$ cat config.mk
export PLATFORM = sky130hd
export DESIGN_NAME = rsa_const_unit
export DESIGN_NICKNAME = d
export VERILOG_FILES = /design/src/rtl/rsa_const_unit.sv
export SDC_FILE = /design/constraint.sdc
export NUM_CORES = 1
export LEC_CHECK = 0
export BUFFER_PORTS_ARGS = -buffer_cell sky130_fd_sc_hd__buf_2
export CAP_MARGIN = 20
export CORE_MARGIN = 1.5
export CORE_UTILIZATION = 25
export DETAILED_ROUTE_END_ITERATION = 10
export PLACE_DENSITY_LB_ADDON = 0.12
export SLEW_MARGIN = 20
export SYNTH_ARGS = -nofsm -noshare
export SYNTH_HDL_FRONTEND = slang
export SYNTH_SLANG_ARGS = --single-unit
$ cat constraint.sdc
create_clock -name clk -period 3.3 [get_ports clk]
set_clock_uncertainty 0.2 [all_clocks]
set_input_delay 0.33 -clock clk [delete_from_list [all_inputs] [get_ports clk]]
set_output_delay 0.33 -clock clk [all_outputs]
set_load 0.01 [all_outputs]
$ cat src/rtl/rsa_const_unit.sv
// rsa_const_unit: computes Const = 2^(2*RBITS) mod M by shift-and-subtract, one step per enabled clock.
// Optional RSA_CONST_CACHE_EN skips recomputation when M repeats the last successfully processed modulus.
module rsa_const_unit #(
    parameter int WIDTH = 8,
    parameter int RBITS = 10
) (
    input  logic             clk,
    input  logic             rstb,
    input  logic             en,
    input  logic             start,
    input  logic [WIDTH-1:0] M,
    output logic [WIDTH-1:0] Const,
    output logic             busy,
    output logic             done,
    output logic             err
);
    localparam int CW = $clog2(2*RBITS+1);
    typedef enum logic [1:0] {IDLE, ITER, DONE} state_t;
    state_t state, state_n;
    logic [WIDTH:0]   r;
    logic [WIDTH+1:0] t, t_red;
    logic [CW-1:0]    cnt;
    logic [WIDTH-1:0] m_q;
    logic             hit, last_step;
    assign t         = {r, 1'b0};
    assign t_red     = (t >= {2'b00, m_q}) ? t - {2'b00, m_q} : t;
    assign last_step = state == ITER && cnt == CW'(1);
    assign busy      = state != IDLE;
    assign done      = state == DONE;
`ifdef RSA_CONST_CACHE_EN
    logic             valid;
    logic [WIDTH-1:0] last_m;
    assign hit = valid && M == last_m;
    always_ff @(posedge clk) begin
        if (rstb) begin
            valid  <= 1'b0;
            last_m <= '0;
        end else if (en) begin
            if (state == IDLE && start && !M[0]) valid <= 1'b0;
            if (last_step) begin
                valid  <= 1'b1;
                last_m <= m_q;
            end
        end
    end
`else
    assign hit = 1'b0;
`endif
    always_comb begin
        state_n = state;
        if (state == IDLE && start) state_n = (!M[0] || hit) ? DONE : ITER;
        else if (last_step) state_n = DONE;
        else if (state == DONE) state_n = IDLE;
    end
    always_ff @(posedge clk) begin
        if (rstb) begin
            state <= IDLE;
            Const <= '0;
            err   <= 1'b0;
            r     <= '0;
            cnt   <= '0;
            m_q   <= '0;
        end else if (en) begin
            state <= state_n;
            if (state == IDLE && start) begin
                m_q <= M;
                err <= !M[0];
                if (!M[0]) Const <= '0;
                else if (!hit) begin
                    r   <= (M == WIDTH'(1)) ? '0 : (WIDTH+1)'(1);
                    cnt <= CW'(2*RBITS);
                end
            end else if (state == ITER) begin
                r   <= t_red[WIDTH:0];
                cnt <= cnt - CW'(1);
                if (last_step) Const <= t_red[WIDTH-1:0];
            end
        end
    end
endmodule

==> impl_metrics.json, run 1 <==
{
  "period_needed_ns": 2.72,
  "die_h_um": 91.5,
  "synthCells": 243,
  "critPathArrivalTime_ns": 2.67,
  "port_buffers": 22,
  "crit_buf_inv": 1,
  "cp_data_required_time_ns": 3.25,
  "grt_overflow_total": 0,
  "ir_drop_v": 0.000207,
  "cts_buffers": 5,
  "post_cts_buffers": 0,
  "wl_per_cell_um": 14.8,
  "drc": 0,
  "dr.pass1.iters": 4,
  "async_flop_share_pct": 0,
  "cts_hold_buf": 0,
  "critPathTopFamily": "compound AO/OA/AOI/OAI gates",
  "status": "completed",
  "drtAntennaViolNets": 0,
  "setup_tns_ns": 0,
  "wirelength_um": 5400,
  "area_delta_synth_final_pct": 14.1,
  "tritoncts": "yes",
  "hp-class": "input pin to flip-flop",
  "ys_seq_area_share_pct": 33.8,
  "cts.sinks": 33,
  "grtUsageTotal_pct": 13.8,
  "power.density_nw_per_um2": 447,
  "synth_edf_count": 0,
  "period_share_pct": 82.3,
  "cp_max_fo": 5,
  "synth.top_cell.area_share_pct": 33.8,
  "final_design_area_no_fill_um2": 2230,
  "cp_slowest_cell": "o31ai_1",
  "clockBufferDepth": 2,
  "die_w_um": 91.5,
  "grt_pass1_wl_um": 8940,
  "synth_flop_cell": "dfxtp_1",
  "final-setup-viol-count": 0,
  "yosysTopAreaCell": "dfxtp_1",
  "synth_most_common_cell": "dfxtp_1",
  "cts_max_level": 2,
  "clk_pin_slew_ns": 0.08,
  "rsz0062_at_grt": "no",
  "netlist_area_um2": 1960,
  "clockRootBuffer": "clkbuf_8",
  "path_cells": "inv_1, fa_1, or2b_1, a211oi_2, o31ai_1, nor2_1, a31oi_1, o31ai_1",
  "num_vias": 1798,
  "synth.distinct_cells": 52,
  "grt_max_degree": 40,
  "core_um2": 7650,
  "num_rows": 32,
  "drive_gt1_share_pct": 16.4,
  "ys_warn_count": 0,
  "max_slew_margin_pct": 53.8,
  "power.leakage_uw": 0.000818,
  "start_util_pct": 25.6,
  "antenna_found_initial": 0,
  "worstSetupStartpointType": "flip-flop",
  "cts_resized": 0,
  "synth_common_cells": "dfxtp_1, a21oi_1, nand2_1",
  "fmax_mhz": 368,
  "worstSetupPathType": "flip-flop to flip-flop",
  "worstSetupEndpointType": "flip-flop",
  "die-area_um2": 8370,
  "yosys-top-cells-area": "dfxtp_1, a21oi_1, ha_1",
  "grt_pass1_vias": 1785,
  "dpl_cell_area_um2": 2150,
  "maxCapViolCount": 0,
  "drt-initial-drc-count": 157,
  "hpwl_um": 3940,
  "antennaDiodeCount": 0,
  "power_uw": 999,
  "synth.avg_cell_area_um2": 8.05,
  "syn-num-nets": 266,
  "via_per_inst": 4.94,
  "worst_path_largest_cell_delay_ns": 0.58,
  "clkLatencyLatePin_ns": 0.29,
  "slew_viol_final": 0,
  "tightestPinTransition_ns": 0.692,
  "worst_path_most_repeated_cell": "o31ai_1",
  "place.gp.congestion": 0.741,
  "hold_viol": 0,
  "ys_ff_latch": 33,
  "nNetsFinal": 284,
  "ioPinCount": 23
}
layout make-up:
type / count / area (µm²)
clock inverter: 3 / 17.5
timing repair buffer: 23 / 118
multi-input combinational: 180 / 1170
sequential: 33 / 661
fill: 820 / 5410
inverter: 18 / 67.6
tap: 102 / 128
clock buffer: 5 / 68.8
registers in the layout, summed over array words and instances (netlist names):
register	flops
err	1
Const	8
r	9
state	2
m_q	8
cnt	5
stage by stage:
| stage | hold slack, ns | instances | worst slack [ns] | utilization [%] |
|---|---|---|---|---|
| 2_1_floorplan | 0.223 | 243 | 0.918 | - |
| 3_3_place_gp | 0.244 | 356 | 0.610 | 28.1 |
| 3_5_place_dp | 0.247 | 356 | 0.635 | 28.1 |
| 4_1_cts | 0.0805 | 364 | 0.605 | 29.2 |
| 5_1_grt | 0.0898 | 364 | 0.369 | 29.2 |
| 6_report | 0.0878 | 364 | 0.585 | 29.2 |
worst min-delay path, stage by stage:
cell and delay, ns:
buf_2 0.10, nand2_1 0.05, a21oi_1 0.05
cells in the final DEF, fill, tap and decap left out, types with 2 or more instances in the layout:
cell | synthesis | layout
nor2_1 | 11 | 11
nand2b_1 | 3 | 3
o31ai_1 | 7 | 7
a21oi_1 | 31 | 31
o21a_1 | 3 | 3
a311oi_1 | 4 | 4
or2_2 | 2 | 2
o21ai_0 | 11 | 11
nor2b_1 | 2 | 2
o22ai_1 | 2 | 2
nor4_1 | 3 | 3
nand2_1 | 28 | 28
xor2_1 | 2 | 2
xnor2_1 | 2 | 2
and3_1 | 2 | 2
ha_1 | 10 | 10
buf_2 | 2 | 22
dfxtp_1 | 33 | 33
a211oi_1 | 3 | 3
nor3_1 | 9 | 9
a31oi_1 | 3 | 3
nand3_1 | 7 | 7
clkinv_2 | 0 | 2
or3_1 | 4 | 4
nand4_1 | 4 | 4
inv_1 | 17 | 17
nand3b_1 | 4 | 4
clkbuf_8 | 0 | 5
logic make-up (layout without fill, tap and decap cells):
logic type / after synthesis / in the layout / share of synthesized area [%]
buffers and inverters: 30 / 49 / 6.27
AND/OR/NAND/NOR: 88 / 88 / 24.0
XOR/XNOR: 4 / 4 / 1.79
AO/OA/AOI/OAI: 77 / 77 / 26.7
adder cells (fa/ha/maj): 11 / 11 / 7.42
flip-flops: 33 / 33 / 33.8
final timing paths:
check / slack [ns] / to / from / cells past startpoint
worst max-delay path: 0.58 / r[4] / r[0] / 8
worst min-delay path: 0.09 / m_q[2] / M[2] / 3
worst max register to register: 0.58 / r[4] / r[0] / 8
worst min register to register: 0.26 / m_q[5] / m_q[5] / 2
power by group:
| part | switching (µW) | leakage, µW | internal [µW] |
|---|---|---|---|
| sequential | 14.7 | 0.000268 | 416 |
| clock | 165 | 0.0000439 | 146 |
| combinational | 160 | 0.000506 | 96.8 |
| total | 340 | 0.000818 | 658 |
routing by layer:
layer	vias to the layer above	part of all wire (%)	track usage, %
li1	909	-	-
met1	837	48	17.8
met2	44	47	22.6
met3	8	4.2	3.18
met4	0	1.3	4.43
met5	-	0	0
Note: power is estimated with default switching activity, not from simulation.
==> run 2: changes to the inputs <==
==> constraint.sdc (replaced) <==
create_clock -name clk -period 2.4 [get_ports clk]
set_clock_uncertainty 0.2 [all_clocks]
set_input_delay 0.24 -clock clk [delete_from_list [all_inputs] [get_ports clk]]
set_output_delay 0.24 -clock clk [all_outputs]
set_load 0.01 [all_outputs]
==> impl_metrics.json, run 2 (synthesis gave the netlist of run 1 again) <==
{
  "cts.sinks": 33,
  "wirelength_um": 5670,
  "hold_viol": 0,
  "tritoncts": "yes",
  "cts_buffers": 5,
  "max_flop_register": "r",
  "period_needed_ns": 2.49,
  "start_util_pct": 25.6,
  "clockBufferDepth": 2,
  "critPathArrivalTime_ns": 2.51,
  "num_vias": 1888,
  "clkLatencyLatePin_ns": 0.29,
  "port_buffers": 22,
  "clk_pin_slew_ns": 0.08,
  "power.density_nw_per_um2": 587,
  "largest_reg_flops": 9,
  "worstSetupStartpointType": "flip-flop",
  "layout_common_cells": "dfxtp_1, a21oi_1, nand2_1, buf_4, buf_2",
  "power_uw": 1550,
  "grt_overflow_total": 0,
  "antenna_found_initial": 0,
  "hpwl_um": 4150,
  "core_um2": 7650,
  "die_w_um": 91.5,
  "drtAntennaViolNets": 0,
  "clockRootBuffer": "clkbuf_8",
  "max_slew_margin_pct": 48.9,
  "area_delta_synth_final_pct": 34.9,
  "power.leakage_uw": 0.000990,
  "period_share_pct": 104,
  "grtUsageTotal_pct": 14.0,
  "slew_viol_final": 0,
  "cp_max_fo": 4,
  "ioPinCount": 23,
  "top_regs": "r (9), Const (8), m_q (8)",
  "violations": "setup timing",
  "hp-class": "input pin to flip-flop",
  "drc": 0,
  "wl_per_cell_um": 14.3,
  "die_h_um": 91.5,
  "antennaDiodeCount": 0,
  "nNetsFinal": 317,
  "setup_slack_ns": -0.0867,
  "grt_max_degree": 40,
  "grt_pass1_wl_um": 9140,
  "num_rows": 32,
  "seqCellArea_um2": 666,
  "dr.pass1.iters": 4,
  "tightestPinTransition_ns": 0.764,
  "drt-initial-drc-count": 85,
  "maxCapViolCount": 0,
  "dp_worst_setup_slack_ns": -0.223,
  "cp_data_required_time_ns": 2.42,
  "place.gp.congestion": 0.788,
  "rsz0062_at_grt": "yes",
  "final-setup-viol-count": 10,
  "cts_max_level": 2,
  "multiInputGateArea_um2": 1290,
  "worstSetupEndpointType": "flip-flop",
  "die-area_um2": 8370,
  "status": "complete, but fails checks",
  "via_per_inst": 4.76,
  "ir_drop_v": 0.000310,
  "hold_slack_ns": 0.0157,
  "fmax_mhz": 402,
  "worstSetupPathType": "flip-flop to flip-flop",
  "grt_pass1_vias": 1848,
  "layout.cells.most_common": "dfxtp_1",
  "drive_gt1_share_pct": 29.5,
  "nFillCells": 823
}
==> run 2: worst max-delay path: stages (launching register included) <==
cell and delay, ns:
dfxtp_4 0.37, ha_4 0.25, ha_4 0.15, or2b_1 0.25, a211oi_4 0.31, o31a_4 0.22
buf_4 0.13, nand2_4 0.06, or3_1 0.35, a31oi_1 0.12
==> run 2: routing by layer <==
metal  vias to the layer above  GRT usage (%)  share of wire, %
li1                        977              -                 -
met3                         6           2.76               3.2
met1                       875           18.4                48
met2                        30           22.5                47
met4                         0           5.47               1.6
met5                         -              0                 0
==> run 2: final timing paths <==
path | end | start | slack [ns] | cells past startpoint
setup / recovery | r[7] | r[0] | -0.09 | 9
hold / removal | m_q[1] | M[1] | 0.02 | 3
setup reg to reg | r[7] | r[0] | -0.09 | 9
hold reg to reg | m_q[7] | m_q[7] | 0.26 | 2
==> run 2: timing repair <==
action / 4_1_cts / 5_1_grt
setup endpoints to repair: 14 / 14
hold endpoints to repair: 7 / 0
hold buffers: 7 / 0
gates resized for setup: 14 / 16
pin swaps: 10 / 8
setup buffers: 0 / 1
cloned: 0 / 0
==> run 2: cell type report <==
type | count | share of cell area, %
Sequential cell | 33 | 25.2
Clock inverter | 3 | 0.664
Timing Repair Buffer | 56 | 15.1
Tap cell | 102 | 4.83
Clock buffer | 5 | 2.61
Inverter | 18 | 2.56
Multi-Input combinational cell | 180 | 49.0
==> run 2: metrics by stage <==
step	util, %	setup TNS [ns]	std cells	area [µm²]
after global placement	30.7	-1.58	381	2350
after detailed placement	30.7	-1.51	381	2350
final	34.5	-0.427	397	2640
after CTS	33.3	-0.0283	396	2550
after floorplan	-	0	243	1960
after global routing	34.5	-1.13	397	2640
==> run 2: where the power goes <==
group | switching (µW) | total [µW] | internal, µW
logic | 283 | 537 | 253
registers | 20.2 | 592 | 572
clock network | 222 | 422 | 200
total | 526 | 1550 | 1030
